--- src/rtl/hv_owt_tx_ctrl.sv ---
// rtl/hv_owt_tx_ctrl.sv - HV-side OWT frame transmitter; OWT_TX_CRC_ERR_INJ_EN adds CRC fault injection

// Serial CRC8 (x^8+x^2+x+1), MSB first; crc_next is the remainder after absorbing din
module crc8_serial (
    input  logic       clk,
    input  logic       rst_n,
    input  logic       start,
    input  logic       en,
    input  logic       din,
    output logic [7:0] crc_next
);
    logic [7:0] crc;
    logic [7:0] base;

    // one-bit LFSR step; start discards the previous frame's remainder
    always_comb begin
        base     = start ? 8'h00 : crc;
        crc_next = {base[6:0], 1'b0} ^ ((base[7] ^ din) ? 8'h07 : 8'h00);
    end

    // remainder register, advanced once per transmitted message bit
    always_ff @(posedge clk or negedge rst_n) begin
        if (!rst_n) begin
            crc <= 8'h00;
        end else if (en) begin
            crc <= crc_next;
        end
    end
endmodule

module hv_owt_tx_ctrl #(
    parameter int OWT_EXT_CYC_NUM     = 4,
    parameter int OWT_SYNC_BIT_NUM    = 12,
    parameter int OWT_TAIL_BIT_NUM    = 4,
    parameter int OWT_CMD_BIT_NUM     = 8,
    parameter int OWT_DATA_BIT_NUM    = 16,
    parameter int OWT_CRC_BIT_NUM     = 8,
    parameter int OWT_TX_GAP_CYC_NUM  = 8
) (
    input  logic                        i_clk,
    input  logic                        i_rst_n,
    input  logic                        i_owt_tx_req,
    input  logic [OWT_CMD_BIT_NUM-1:0]  i_owt_tx_cmd,
    input  logic [OWT_DATA_BIT_NUM-1:0] i_owt_tx_data,
    input  logic                        i_owt_tx_no_data,
`ifdef OWT_TX_CRC_ERR_INJ_EN
    input  logic                        i_owt_tx_crc_err_inj,
`endif
    output logic                        o_owt_tx_ack,
    output logic                        o_owt_tx_busy,
    output logic                        o_owt_tx_done,
    output logic                        o_hv_lv_owt_tx
);
    localparam int TW = (OWT_EXT_CYC_NUM > 1) ? $clog2(OWT_EXT_CYC_NUM) : 1;
    localparam int CW = $clog2(OWT_SYNC_BIT_NUM + OWT_CMD_BIT_NUM + OWT_DATA_BIT_NUM
                               + OWT_CRC_BIT_NUM + OWT_TAIL_BIT_NUM + OWT_TX_GAP_CYC_NUM + 1);
    localparam int SW = OWT_DATA_BIT_NUM;
    localparam logic [3:0] TAIL_PAT = 4'b1100;

    typedef enum logic [2:0] {
        IDLE, SYNC_HEAD, SYNC_TAIL, CMD, DATA, CRC, END_TAIL, GAP
    } state_t;

    state_t          state, state_d;
    logic [TW-1:0]   timer;
    logic            half;
    logic [CW-1:0]   bit_cnt;
    logic [SW-1:0]   sh;
    logic [SW-1:0]   data_q;
    logic            no_data_q;
    logic            inj_q;
    logic [7:0]      crc_next;
    logic            sym_end, man_end, tail_sym;
    logic            line_d, ack_d, done_d, busy_d;
    logic            crc_start, crc_en;

    assign sym_end   = (timer == TW'(OWT_EXT_CYC_NUM - 1));
    assign man_end   = sym_end && half;
    assign tail_sym  = TAIL_PAT[2'd3 - bit_cnt[1:0]];
    assign crc_start = (state == CMD) && (bit_cnt == '0);
    assign crc_en    = man_end && ((state == CMD) || (state == DATA));

    crc8_serial u_crc (
        .clk      (i_clk),
        .rst_n    (i_rst_n),
        .start    (crc_start),
        .en       (crc_en),
        .din      (sh[SW-1]),
        .crc_next (crc_next)
    );

    // state register
    always_ff @(posedge i_clk or negedge i_rst_n) begin
        if (!i_rst_n) begin
            state <= IDLE;
        end else begin
            state <= state_d;
        end
    end

    // next state and next values of the registered outputs
    always_comb begin
        state_d = state;
        line_d  = 1'b0;
        ack_d   = 1'b0;
        done_d  = 1'b0;
        case (state)
            IDLE: begin
                if (i_owt_tx_req) begin
                    state_d = SYNC_HEAD;
                    ack_d   = 1'b1;
                end
            end
            SYNC_HEAD: begin
                line_d = half;
                if (man_end && bit_cnt == CW'(OWT_SYNC_BIT_NUM - 1)) state_d = SYNC_TAIL;
            end
            SYNC_TAIL: begin
                line_d = tail_sym;
                if (sym_end && bit_cnt == CW'(OWT_TAIL_BIT_NUM - 1)) state_d = CMD;
            end
            CMD: begin
                line_d = sh[SW-1] ^ half;
                if (man_end && bit_cnt == CW'(OWT_CMD_BIT_NUM - 1)) state_d = no_data_q ? CRC : DATA;
            end
            DATA: begin
                line_d = sh[SW-1] ^ half;
                if (man_end && bit_cnt == CW'(OWT_DATA_BIT_NUM - 1)) state_d = CRC;
            end
            CRC: begin
                line_d = sh[SW-1] ^ half;
                if (man_end && bit_cnt == CW'(OWT_CRC_BIT_NUM - 1)) state_d = END_TAIL;
            end
            END_TAIL: begin
                line_d = tail_sym;
                if (sym_end && bit_cnt == CW'(OWT_TAIL_BIT_NUM - 1)) begin
                    state_d = GAP;
                    done_d  = 1'b1;
                end
            end
            GAP: begin
                if (bit_cnt == CW'(OWT_TX_GAP_CYC_NUM - 1)) state_d = IDLE;
            end
            default: begin
                state_d = IDLE;
            end
        endcase
        busy_d = (state_d != IDLE);
    end

    // half-bit timer, half-bit phase and the shared bit counter
    always_ff @(posedge i_clk or negedge i_rst_n) begin
        if (!i_rst_n) begin
            timer   <= '0;
            half    <= 1'b0;
            bit_cnt <= '0;
        end else if (state_d != state) begin
            timer   <= '0;
            half    <= 1'b0;
            bit_cnt <= '0;
        end else begin
            case (state)
                SYNC_HEAD, CMD, DATA, CRC: begin
                    timer <= sym_end ? '0 : timer + TW'(1);
                    if (sym_end) half <= ~half;
                    if (man_end) bit_cnt <= bit_cnt + CW'(1);
                end
                SYNC_TAIL, END_TAIL: begin
                    timer <= sym_end ? '0 : timer + TW'(1);
                    if (sym_end) bit_cnt <= bit_cnt + CW'(1);
                end
                GAP: begin
                    bit_cnt <= bit_cnt + CW'(1);
                end
                default: begin
                    timer   <= '0;
                    half    <= 1'b0;
                    bit_cnt <= '0;
                end
            endcase
        end
    end

    // request capture and the field shift register (cmd is parked in it through sync)
    always_ff @(posedge i_clk or negedge i_rst_n) begin
        if (!i_rst_n) begin
            sh        <= '0;
            data_q    <= '0;
            no_data_q <= 1'b0;
        end else if (state == IDLE && i_owt_tx_req) begin
            sh        <= SW'(i_owt_tx_cmd) << (SW - OWT_CMD_BIT_NUM);
            data_q    <= i_owt_tx_data;
            no_data_q <= i_owt_tx_no_data;
        end else if (state_d != state && state_d == DATA) begin
            sh <= data_q;
        end else if (state_d != state && state_d == CRC) begin
            sh <= SW'(crc_next ^ {7'b0, inj_q}) << (SW - OWT_CRC_BIT_NUM);
        end else if (man_end && (state == CMD || state == DATA || state == CRC)) begin
            sh <= sh << 1;
        end
    end

`ifdef OWT_TX_CRC_ERR_INJ_EN
    // fault-injection flag, frozen for the frame in flight
    always_ff @(posedge i_clk or negedge i_rst_n) begin
        if (!i_rst_n) begin
            inj_q <= 1'b0;
        end else if (state == IDLE && i_owt_tx_req) begin
            inj_q <= i_owt_tx_crc_err_inj;
        end
    end
`else
    assign inj_q = 1'b0;
`endif

    // registered outputs so the line never glitches
    always_ff @(posedge i_clk or negedge i_rst_n) begin
        if (!i_rst_n) begin
            o_hv_lv_owt_tx <= 1'b0;
            o_owt_tx_ack   <= 1'b0;
            o_owt_tx_done  <= 1'b0;
            o_owt_tx_busy  <= 1'b0;
        end else begin
            o_hv_lv_owt_tx <= line_d;
            o_owt_tx_ack   <= ack_d;
            o_owt_tx_done  <= done_d;
            o_owt_tx_busy  <= busy_d;
        end
    end
endmodule

--- config.mk ---
export PLATFORM = sky130hd
export DESIGN_NAME = hv_owt_tx_ctrl
export DESIGN_NICKNAME = d
export VERILOG_FILES = /design/src/rtl/hv_owt_tx_ctrl.sv
export SDC_FILE = /design/constraint.sdc
export NUM_CORES = 1
export LEC_CHECK = 0
export CAP_MARGIN = 10
export CORE_MARGIN = 3
export CORE_UTILIZATION = 56
export DETAILED_ROUTE_END_ITERATION = 7
export PLACE_DENSITY = 0.79
export SYNTH_ARGS = -nofsm -noshare
export SYNTH_HDL_FRONTEND = slang
export SYNTH_SLANG_ARGS = --single-unit
--- constraint.sdc ---
create_clock -name i_clk -period 2.59 [get_ports i_clk]
set_input_delay 0.3885 -clock i_clk [delete_from_list [all_inputs] [get_ports i_clk]]
set_output_delay 0.3885 -clock i_clk [all_outputs]
set_load 0.005 [all_outputs]
==> results of run 1 <==
[worst max path at each step]
stage	start	end	slack (ns)	cells after the start
6_report	state[1]$_DFF_PN0_	sh[10]$_DFFE_PN0P_	0.31	6
3_3_place_gp	i_owt_tx_req	sh[10]$_DFFE_PN0P_	0.30	7
2_1_floorplan	bit_cnt[3]$_DFFE_PN0P_	sh[10]$_DFFE_PN0P_	0.54	6
3_5_place_dp	timer[0]$_DFFE_PN0P_	sh[4]$_DFFE_PN0P_	0.18	7
4_1_cts	timer[0]$_DFFE_PN0P_	sh[14]$_DFFE_PN0P_	0.18	7
5_1_grt	state[1]$_DFF_PN0_	sh[10]$_DFFE_PN0P_	0.13	6
[final cells by class]
type	count	area share
timing repair buffer	40	0.1116
inverter	11	0.01196
multi-input combinational	188	0.3820
sequential	57	0.4132
tap	67	0.02428
clock inverter	5	0.01595
clock buffer	11	0.04096
[report_power, final]
| group | switching (W) | internal [W] |
|---|---|---|
| Sequential | 0.0000131 | 0.000910 |
| Combinational | 0.0000328 | 0.0000553 |
| Clock | 0.000345 | 0.000467 |
[through the flow]
stage / hold slack (ns) / power (W) / cell area [sq um]
floorplan: 0.09291 / 0.0009584 / 2875
finish: 0.07360 / 0.001823 / 3452
detailed placement: 0.4496 / 0.001029 / 3252
global route: 0.1152 / 0.001895 / 3452
global placement: 0.4456 / 0.001026 / 3252
CTS: 0.09949 / 0.001836 / 3448
[critical path, delay by kind of cell, from the launching register on]
family | cells | cell delay (ns)
AND/OR/NAND/NOR | 2 | 0.39
multiplexers | 1 | 0.33
AO/OA/AOI/OAI | 2 | 0.49
flip-flops | 1 | 0.70
buffers and inverters | 1 | 0.25
[layout by cell type (no fill, tap or decap), types with 2 or more instances in the layout]
cell	netlist	layout
xor2_1	7	7
a222oi_1	13	13
clkinvlp_4	0	2
nand2_1	38	38
o211ai_1	5	5
ha_1	3	3
buf_4	0	8
nor2b_1	3	3
o21ai_0	17	17
nand2b_1	4	4
nand4b_1	2	2
clkdlybuf4s50_1	0	30
inv_1	11	11
dfrtp_1	57	57
nor3b_2	2	2
o22ai_1	6	6
clkinv_2	0	2
clkbuf_8	0	10
and3_1	3	3
nand3b_1	2	2
a22oi_1	2	2
a221o_1	2	2
mux2i_1	2	2
a21oi_1	7	6
nand4_1	3	3
nor2_1	14	14
nand3_1	7	7
mux2_2	19	19
and2_1	3	3
a2bb2oi_2	2	2
[routing by layer]
| metal | up-vias | part of all wire | routed length, um | global-route usage |
|---|---|---|---|---|
| met5 | - | 0 | 0 | 0 |
| met4 | 0 | 0.013 | 77 | 0.08541 |
| met3 | 7 | 0.062 | 370 | 0.05336 |
| met2 | 84 | 0.47 | 2812 | 0.3151 |
| met1 | 1084 | 0.46 | 2754 | 0.3088 |
| li1 | 1063 | - | - | - |
[state kept, by name, indices dropped and copies added, names as in the netlist]
signal / flops
bit_cnt: 6
data_q: 16
half: 1
no_data_q: 1
o_hv_lv_owt_tx: 1
o_owt_tx_ack: 1
o_owt_tx_busy: 1
o_owt_tx_done: 1
sh: 16
state: 3
timer: 2
u_crc.crc: 8
[kinds of logic (layout without fill, tap and decap cells)]
group,after synthesis,after routing,share of synthesized area
flops,57,57,0.4961
simple gates,94,94,0.1767
mux,22,22,0.08529
xor+xnor,8,8,0.02437
fa+ha+maj,3,3,0.01306
compound gates,61,61,0.1549
buf+inv,30,67,0.04961
==> reports/qor.csv, run 1 <==
stage,metric,value,unit
synthesis,post-synth top area share,0.4961,
drt,DRC errors left,0,
drt,post-route ant nets,0,
sta,Tightest Pin Transition,0.6451,ns
critical_path,RR Startpoint,state[1]$_DFF_PN0_,
grt,pin count of the biggest net entering global routing,31,
floorplan,Site Rows,25,
sta,Final min period,2.284,ns
pwr,Lkg Pwr,1.507,nW
sta,setup TNS,0,ns
finish,share of post-route cells with drive strength above 1,0.1763,
synthesis,Synth area leaders,"dfrtp_1 (50%), mux2_2 (7.4%), nand2_1 (5.0%), a222oi_1 (4.5%), o21ai_0 (3.0%)",
flow_run,max-cap violations,0,
drt,wire per inst,15.87,um
grt,first-pass GRT wire length,10290,um
sta,final setup margin,0.3057,ns
critical_path,"Req. time, crit path",2.80,ns
sta,relative slew slack,0.5700,
clock_tree,post-CTS setup buffer count,0,
critical_path,FF-to-FF setup slack,0.31,ns
synthesis,ys async rst share,1.000,
floorplan,Die Wd,77.66,um
clock_tree,clk_lat worst skew,0.33,ns
critical_path,cells along the critical path,buf_4 -> nand3b_1 -> nor3_2 -> a2bb2oi_2 -> mux2_1 -> a221o_1,
floorplan,Starting Density,0.5930,
sta,Max Clk Rate,437.8,MHz
clock_tree,TritonCTS clock tree,done,
sta,final setup vio count,0,
clock_tree,CTS HTree Levels,3,
finish,Multi-input gate area,1319,sq um
grt,GRT Overall Usage,0.2158,
pwr,maximum vdd drop,0.0004202,V
floorplan,Ports,32,
floorplan,DIE AREA,6030,sq um
critical_path,max incr delay on CP,0.70,ns
synthesis,sequential area share after synthesis,0.4961,
drt,DR vias,2238,
finish,Non-Filler Instances,379,
sta,Clock Skew,0.008203,ns
placed_design,Placed Cells incl. Taps,363,
critical_path,CP endpoint kind,flop,
grt,GRT Residual Overflow,0,
critical_path,CP Data Arrival Time,2.49,ns
drt,vias per cell,5.905,
synthesis,Mean Syn Cell Area,10.46,sq um
synthesis,Post-synth EDFFs,0,
finish,Util after Layout,0.7120,
synthesis,Commonest cells post-synth,"dfrtp_1 (57), nand2_1 (38), mux2_2 (19)",
critical_path,slowest CP cell,dfrtp_1,
placed_design,placer congestion estimate,0.8527,
sta,final period utilization,0.8820,
synthesis,#FFs+latches synth,57,
sta,Hold Fails Final Rpt,0,
synthesis,Synth cell types,51,
drt,Total Wirelength,6014,um
synthesis,Synth Instances,275,
clock_tree,Longest Clk Path Bufs,2,
drt,First-pass DRT Iterations,5,
critical_path,R2R depth,6,
synthesis,largest area contributor in the netlist,dfrtp_1,
synthesis,synthesized cell area,2875,sq um
finish,FF+latch area,1426,sq um
grt,vias in the first global route,2161,
worst_hold_path,min-delay worst type,in2async,
floorplan,Die Ht,77.66,um
critical_path,reg-to-reg endpoint,sh[10]$_DFFE_PN0P_,
synthesis,most frequent cell after synthesis,dfrtp_1,
critical_path,Crit Path Class,reg2reg,
sta,RSZ-0062 raised after global routing,false,
clock_tree,CTS root buf,clkbuf_8,
drt,DRT iter0 DRCs,220,
synthesis,ys flop type,dfrtp_1,
synthesis,Mapped Nets,306,
finish,layout overhead on the synthesized area,20.06,%
floorplan,Core Area,4848,sq um
clock_tree,# clock sinks,57,
sta,"Slew Viols, Final",0,
placed_design,Place WS,0.1831,ns
placed_design,DP HPWL,4241,um
clock_tree,"CTS clk-pin slew, worst paths",0.06,ns
clock_tree,Resized Gates After CTS,0,
outcome,status,"finished, final reports clean",
finish,Layout fillers,348,
critical_path,critical path startpoint category,flop,
clock_tree,CTS Hold Bufs,0,
pwr,power per cell area,528.1,nW/um^2
placed_design,PortBufs,31,
synthesis,Synth Warn #,0,
grt,initial antenna violation count,0,
finish,Antenna Cells,0,
critical_path,CP Max Fanout,17,
clock_tree,cts bufs inserted,9,
finish,nets,338,
No activity file was read; power rests on OpenSTA's default activity.
==> run 2: changes to the inputs <==
--- a/config.mk
+++ b/config.mk
@@ -10,6 +10,7 @@
 export CORE_UTILIZATION = 56
 export DETAILED_ROUTE_END_ITERATION = 7
 export PLACE_DENSITY = 0.79
+export RECOVER_POWER = 50
 export SYNTH_ARGS = -nofsm -noshare
 export SYNTH_HDL_FRONTEND = slang
 export SYNTH_SLANG_ARGS = --single-unit
==> run 2 against run 1 <==
Against the previous run:
- clock-buffer cell count did not move
- die area did not move
- maximum frequency is essentially flat
- sequential power is essentially flat
- critical path type unchanged
- largest cell class unchanged
- largest power group unchanged
- highest routed layer unchanged
==> reports/qor.csv, run 2 (synthesized netlist as in run 1, its figures left out) <==
stage,metric,value,unit
drt,vias per cell,5.963,
sta,Hold Fails Final Rpt,0,
critical_path,"Req. time, crit path",2.80,ns
drt,First-pass DRT Iterations,5,
finish,"most common cell after layout, fill and taps aside",dfrtp_1,
clock_tree,clk_lat worst skew,0.33,ns
worst_hold_path,min-delay worst type,in2async,
placed_design,Place WS,0.1831,ns
clock_tree,"CTS clk-pin slew, worst paths",0.06,ns
clock_tree,CTS root buf,clkbuf_8,
sta,RSZ-0062 raised after global routing,false,
critical_path,RR Startpoint,state[1]$_DFF_PN0_,
critical_path,FF-to-FF setup slack,0.31,ns
critical_path,CP endpoint kind,flop,
clock_tree,# clock sinks,57,
clock_tree,CTS HTree Levels,3,
clock_tree,Longest Clk Path Bufs,2,
floorplan,DIE AREA,6030,sq um
floorplan,Core Area,4848,sq um
grt,vias in the first global route,2161,
grt,GRT Overall Usage,0.2158,
finish,highest-count cells in the layout ignoring fill and taps,"dfrtp_1 (57), nand2_1 (38), clkdlybuf4s50_1 (29)",
pwr,maximum vdd drop,0.0004204,V
sta,setup TNS,0,ns
pwr,Lkg Pwr,1.496,nW
drt,Total Wirelength,6029,um
critical_path,critical path launch point,state[1]$_DFF_PN0_,
sta,Tightest Pin Transition,1.407,ns
finish,Largest regs,"data_q (16), sh (16), u_crc.crc (8)",
floorplan,Site Rows,25,
clock_tree,cts bufs inserted,9,
sta,relative slew slack,0.06184,
placed_design,placer congestion estimate,0.8527,
grt,first-pass GRT wire length,10290,um
pwr,power per cell area,529.9,nW/um^2
placed_design,PortBufs,31,
sta,final setup margin,0.3057,ns
placed_design,DP HPWL,4241,um
floorplan,Starting Density,0.5930,
clock_tree,TritonCTS clock tree,done,
finish,layout overhead on the synthesized area,19.50,%
clock_tree,CTS Hold Bufs,0,
grt,GRT Residual Overflow,0,
critical_path,critical path startpoint category,flop,
floorplan,Die Wd,77.66,um
drt,DRT iter0 DRCs,220,
drt,wire per inst,15.91,um
floorplan,Ports,32,
floorplan,Die Ht,77.66,um
grt,pin count of the biggest net entering global routing,31,
sta,final period utilization,0.8820,
sta,final setup vio count,0,
critical_path,Crit Path Class,reg2reg,
sta,Clock Skew,0.007756,ns
critical_path,reg-to-reg endpoint,sh[10]$_DFFE_PN0P_,
sta,Max Clk Rate,437.8,MHz
grt,initial antenna violation count,0,
drt,DR vias,2260,
sta,WHS,0.3733,ns
finish,Antenna Cells,0,
critical_path,R2R depth,6,
critical_path,CP Max Fanout,17,
critical_path,CP Data Arrival Time,2.49,ns
outcome,status,"finished, final reports clean",
sta,Final min period,2.284,ns
drt,post-route ant nets,0,
finish,nets,338,
drt,DRC errors left,0,
finish,share of post-route cells with drive strength above 1,0.1731,
flow_run,max-cap violations,0,
sta,"Slew Viols, Final",0,
==> run 2: changes by cell type in the layout (fill, tap and decap cells not counted) <==
cell	previous run	this run
clkdlybuf4s50_1	30	29
dlygate4sd3_1	0	1
buf_12	1	0
clkbuf_2	0	1
clkbuf_1	1	2
buf_2	1	0
==> run 2: critical path, stage by stage (launching register included) <==
cell and delay (ns):
dfrtp_1 0.70, buf_4 0.25, nand3b_1 0.13, nor3_2 0.26, a2bb2oi_2 0.18, mux2_1 0.33
a221o_1 0.31
==> run 2: area by class of cell <==
type / instances / area, sq um
inverters: 11 / 41.29
clock inverters: 5 / 55.05
multi-input cells: 188 / 1319
clock buffers: 11 / 141.4
repair buffers: 40 / 369.1
flip-flops and latches: 57 / 1426
well taps: 67 / 83.83
fillers: 349 / 1413
==> run 2: report_power, final <==
part           switching [W]  internal (W)
registers          0.0000131      0.000910
clock network       0.000346      0.000467
logic              0.0000324     0.0000525
==> run 2: worst max path at each step <==
stage                          to  slack (ns)
2_1_floorplan  sh[10]$_DFFE_PN0P_        0.54
3_3_place_gp   sh[10]$_DFFE_PN0P_        0.30
3_5_place_dp    sh[4]$_DFFE_PN0P_        0.18
4_1_cts        sh[14]$_DFFE_PN0P_        0.18
5_1_grt        sh[10]$_DFFE_PN0P_        0.13
6_report       sh[10]$_DFFE_PN0P_        0.31
==> run 2: timing repair <==
| action | 4_1_cts | 5_1_grt |
|---|---|---|
| buffers inserted | 0 | 0 |
| endpoints found under the hold margin | 0 | 0 |
| endpoints found under the setup margin | 0 | 10 |
| resized for setup | 0 | 1 |
==> run 2: metrics by stage <==
step	total power, W	util	instance area [sq um]	std cells
2_1_floorplan	0.0009584	-	2875	275
4_1_cts	0.001836	0.7112	3448	379
5_1_grt	0.001892	0.7086	3436	379
3_3_place_gp	0.001026	0.6707	3252	363
6_report	0.001821	0.7086	3436	379
3_5_place_dp	0.001029	0.6707	3252	363
==> run 2: metal layers <==
metal  vias to the layer above  track usage  share of wire
met1                      1101       0.3088           0.46
li1                       1065            -              -
met3                        11      0.05336          0.060
met4                         0      0.08541          0.015
met5                         -            0              0
met2                        83       0.3151           0.47
